==> config.mk <==
export PLATFORM = sky130hd
export DESIGN_NAME = seq_subtractor
export DESIGN_NICKNAME = d
export VERILOG_FILES = /design/src/rtl/seq_subtractor.sv
export SDC_FILE = /design/constraint.sdc
export NUM_CORES = 1
export LEC_CHECK = 0
export BUFFER_PORTS_ARGS = -buffer_cell sky130_fd_sc_hd__buf_2
export CAP_MARGIN = 40
export CORE_ASPECT_RATIO = 1.25
export CORE_MARGIN = 2
export CORE_UTILIZATION = 35
export CTS_BUF_LIST = sky130_fd_sc_hd__clkbuf_8
export CTS_CLUSTER_DIAMETER = 60
export DETAILED_ROUTE_END_ITERATION = 8
export PLACE_DENSITY_LB_ADDON = 0.05
export SYNTH_ARGS = -nofsm -noshare
export SYNTH_HDL_FRONTEND = slang
export SYNTH_SLANG_ARGS = --single-unit
==> constraint.sdc <==
create_clock -name clk -period 2.45 [get_ports clk]
set_clock_uncertainty 0.1 [all_clocks]
set_input_delay 0.1225 -clock clk [delete_from_list [all_inputs] [get_ports clk]]
set_output_delay 0.1225 -clock clk [all_outputs]
set_load 0.01 [all_outputs]
==> src/rtl/seq_subtractor.sv <==
// Bit-serial unsigned subtractor: processes one bit per clock, LSB first, and
// reports (a - b) mod 2^WIDTH plus the final borrow after WIDTH+1 cycles.
module seq_subtractor #(
    parameter int unsigned WIDTH = 8
) (
    input  logic             clk,
    input  logic             reset,
    input  logic             start,
    input  logic [WIDTH-1:0] a,
    input  logic [WIDTH-1:0] b,
    output logic             busy,
    output logic             done,
    output logic [WIDTH-1:0] diff,
    output logic             borrow
);

    localparam int unsigned CW = (WIDTH > 1) ? $clog2(WIDTH) : 1;

    typedef enum logic [1:0] {IDLE, SHIFT, DONE} state_t;

    state_t           state_q, state_d;
    logic [WIDTH-1:0] a_q, a_d;
    logic [WIDTH-1:0] b_q, b_d;
    logic [WIDTH-1:0] res_q, res_d;
    logic [WIDTH-1:0] diff_q, diff_d;
    logic             br_q, br_d;
    logic             borrow_q, borrow_d;
    logic [CW-1:0]    cnt_q, cnt_d;

    logic             d_bit;
    logic             br_next;
    logic [WIDTH:0]   res_ext;
    logic [WIDTH-1:0] res_shift;

    always_ff @(posedge clk or posedge reset) begin
        if (reset) begin
            state_q  <= IDLE;
            a_q      <= '0;
            b_q      <= '0;
            res_q    <= '0;
            diff_q   <= '0;
            br_q     <= 1'b0;
            borrow_q <= 1'b0;
            cnt_q    <= '0;
        end else begin
            state_q  <= state_d;
            a_q      <= a_d;
            b_q      <= b_d;
            res_q    <= res_d;
            diff_q   <= diff_d;
            br_q     <= br_d;
            borrow_q <= borrow_d;
            cnt_q    <= cnt_d;
        end
    end

    // Full-subtractor cell on the current LSBs; the new bit enters at the MSB.
    always_comb begin
        d_bit     = a_q[0] ^ b_q[0] ^ br_q;
        br_next   = (~a_q[0] & b_q[0]) | (~(a_q[0] ^ b_q[0]) & br_q);
        res_ext   = {d_bit, res_q};
        res_shift = res_ext[WIDTH:1];
    end

    always_comb begin
        state_d  = state_q;
        a_d      = a_q;
        b_d      = b_q;
        res_d    = res_q;
        diff_d   = diff_q;
        br_d     = br_q;
        borrow_d = borrow_q;
        cnt_d    = cnt_q;
        case (state_q)
            IDLE: begin
                if (start) begin
                    a_d     = a;
                    b_d     = b;
                    res_d   = '0;
                    br_d    = 1'b0;
                    cnt_d   = '0;
                    state_d = SHIFT;
                end
            end
            SHIFT: begin
                a_d   = a_q >> 1;
                b_d   = b_q >> 1;
                br_d  = br_next;
                res_d = res_shift;
                cnt_d = cnt_q + 1'b1;
                if (cnt_q == CW'(WIDTH - 1)) begin
                    diff_d   = res_shift;
                    borrow_d = br_next;
                    cnt_d    = '0;
                    state_d  = DONE;
                end
            end
            DONE:    state_d = IDLE;
            default: state_d = IDLE;
        endcase
    end

    assign busy   = (state_q == SHIFT);
    assign done   = (state_q == DONE);
    assign diff   = diff_q;
    assign borrow = borrow_q;

endmodule

==> reports/results.tsv <==
stage	metric	value	unit
critical_path	CP Data Arrival Time	1.77	ns
critical_path	critical path class	reg2out	
clocking	Worst-path clk slew	0.07	ns
layout	fillers	467	
drt	vias per cell	5.25	
drt	Pre-antenna DRT Iters	4	
global_routing	Tot GR Track Use	13.9	%
sta	setup_tns	0	ns
clocking	H-Tree Depth	2	
synthesis	sequential share of the synthesized area	55.6	%
floorplan	row cnt	28	
synthesis	syn nets	162	
layout	final net count	194	
sta	final setup fails	0	
job	Max-cap violations	0	
clocking	clock latency on the worst-skew pair	0.28	ns
floorplan	die span in x	66.5	um
synthesis	Ys Warns	0	
clocking	Post-CTS Resized	0	
critical_path	worst reg-to-reg path cell count	2	
critical_path	CP required	2.23	ns
drt	DR WL/cell	14.2	um
pwr	Seq pwr share	46.5	%
synthesis	post-synthesis compound-gate area fraction	16.3	%
critical_path	crit path launch type	flop	
floorplan	area of the placeable core	4730	um2
drt	DRT iter0 DRCs	75	
clocking	total CTS buffers	5	
critical_path	crit-path max FO	15	
sta	Peak Freq	503	MHz
pwr	switching power	0.000842	W
place	DP HPWL	2230	um
synthesis	post-synth top area share	55.6	%
synthesis	post-synth cell types	20	
sta	Tcrit/Tclk final	81.2	%
synthesis	Yosys top cell by area	dfrtp_1	
critical_path	internal reg-to-reg setup slack	0.58	ns
floorplan	DIE AREA	5460	um2
pwr	LEAKAGE	0.970	nW
synthesis	xor/xnor share of the synthesized area	0	%
clocking	Post-CTS Hold Buffers	3	
drt	DRC violation count after routing	0	
pwr	Clock Power Share	16.6	%
pwr	switch share	35.3	%
synthesis	synthesized flop and latch total	38	
synthesis	largest family of logic cells by synthesized area	compound AO/OA/AOI/OAI gates	
sta	final hold vios	0	
floorplan	initial core utilization	36.1	%
sta	Slew HR	61.2	%
layout	most common cell after layout, fill and taps aside	dfrtp_1	
synthesis	Async SR Flop Fraction	100	%
layout	area of the multi-input gates	633	um2
drt	Routed WL	3280	um
synthesis	adder-cell share of the synthesized area	2.64	%
clocking	Root Driver	clkbuf_8	
sta	RSZ-0062 raised after global routing	false	
clocking	Clock Sinks	38	
run_status	status	finished, final reports clean	
min_path	cell count of the worst hold path	3	
global_routing	largest net degree at the start of global routing	39	
place	Port-buffer cells	29	
synthesis	Synth Area in Simple Gates	12.2	%
layout	share of cells above drive strength 1	26.2	%
critical_path	element type at the critical path end	primary output	
clocking	Max Buffers Root-to-Sink	2	
synthesis	post-synthesis mux area share	5.93	%
synthesis	Mapped Avg Cell Area	12.2	um2
layout	final std cells w/o fill	232	
synthesis	Area contributors post-synth	dfrtp_1 56%, nor4b_1 7.2%, a22o_1 6.7%	
global_routing	antenna violations before repair	0	
floorplan	Top Ports	30	
min_path	Hold Crit Class	in2reg	
sta	Tmin final	1.99	ns
synthesis	synthesized netlist cell count	140	
place	Cells after DPL	222	
layout	Ant. Diodes	0	
layout	Storage cell area	951	um2
clocking	CTS tree	built	
pwr	maximum vdd drop	0.384	mV
pwr	internal power	0.00155	W
pwr	pwr dens	1190	nW/um2
sta	Tightest Pin Transition	0.582	ns
synthesis	Post-synth top flop	dfrtp_1	
layout	commonest non-fill, non-tap cells in the layout	38 x dfrtp_1, 29 x buf_2, 18 x inv_1, 14 x nor4b_1, 13 x a22o_1	
global_routing	vias in the first global route	1233	
drt	Vias	1219	
clocking	Setup Fix Bufs, Post-CTS	0	
synthesis	number of synthesized flops with an enable pin	0	
sta	Max Transition Viols Final	0	
pwr	Logic pwr share	36.9	%
drt	post-route ant nets	0	
layout	Layout area overhead	17.6	%
place	GP Congestion	0.643	
synthesis	Mapped Area	1710	um2
floorplan	Die Y	82.1	um
global_routing	global-route wire length before repair	5770	um
global_routing	GRT Residual Overflow	0	
-- through the flow --
step	total power [W]	instance area [um2]	util, %	worst slack (ns)	hold slack, ns
floorplan	0.00177	1710	-	0.872	0.155
global placement	0.00199	1900	40.2	0.628	0.159
detailed placement	0.00203	1900	40.2	0.554	0.170
CTS	0.00244	2010	42.5	0.450	0.0602
global route	0.00261	2010	42.5	0.334	0.0823
finish	0.00239	2010	42.5	0.460	0.0613
-- worst paths after layout --
path                            start  endpoint
setup reg to reg           state_q[0]   diff[4]
hold / removal                   b[0]    b_q[0]
setup / recovery           state_q[0]      busy
hold reg to reg               diff[1]   diff[1]
max in group asynchronous       reset  cnt_q[0]
min in group asynchronous       reset    b_q[0]
-- layout make-up --
type                            count  area share (%)
Clock buffer                        5            3.42
Clock inverter                      2           0.498
Inverter                           18            3.36
Multi-Input combinational cell     73            31.5
Sequential cell                    38            47.3
Tap cell                           60            3.73
Timing Repair Buffer               36            10.2
-- state kept, by name, summed over array words and instances, names as in the netlist --
signal	flops
state_q	2
cnt_q	3
br_q	1
a_q	8
res_q	7
b_q	8
diff	8
borrow	1
-- metal layers --
metal	global-route usage (%)	wire, um
met5	0	0
met4	4.90	55
met3	3.93	162
met2	23.9	1620
met1	16.7	1440
-- cell usage after synthesis, drive strengths merged (2+ instances only) --
| cell type | instances |
|---|---|
| ha | 2 |
| nor4b | 14 |
| dfrtp | 38 |
| nand2b | 2 |
| buf | 9 |
| a221oi | 14 |
| mux2 | 9 |
| inv | 18 |
| nor2 | 12 |
| clkbuf | 2 |
| a22o | 13 |
-- worst max-delay path, cell delays in order, from the launching register on --
cell and delay [ns]:
dfrtp_1 0.71, and2b_1 0.54, buf_2 0.23
-- kinds of logic (layout without fill, tap and decap cells) --
family / Yosys count / count (layout)
AOI/OAI and AO/OA: 29 / 29
adders and majority gates: 3 / 3
buffers and inverters: 29 / 61
DFF: 38 / 38
muxes: 9 / 9
and+or+nand+nor: 32 / 32
-- power by group through the flow --
| stage | combinational [W] | clock (W) | sequential [W] |
|---|---|---|---|
| 2_1_floorplan | 0.000684 | 0 | 0.00108 |
| 3_3_place_gp | 0.000874 | 0 | 0.00111 |
| 3_5_place_dp | 0.000900 | 0 | 0.00113 |
| 4_1_cts | 0.000905 | 0.000416 | 0.00111 |
| 5_1_grt | 0.00101 | 0.000448 | 0.00115 |
| 6_report | 0.000881 | 0.000397 | 0.00111 |
Power figures use the tool's default switching activity.
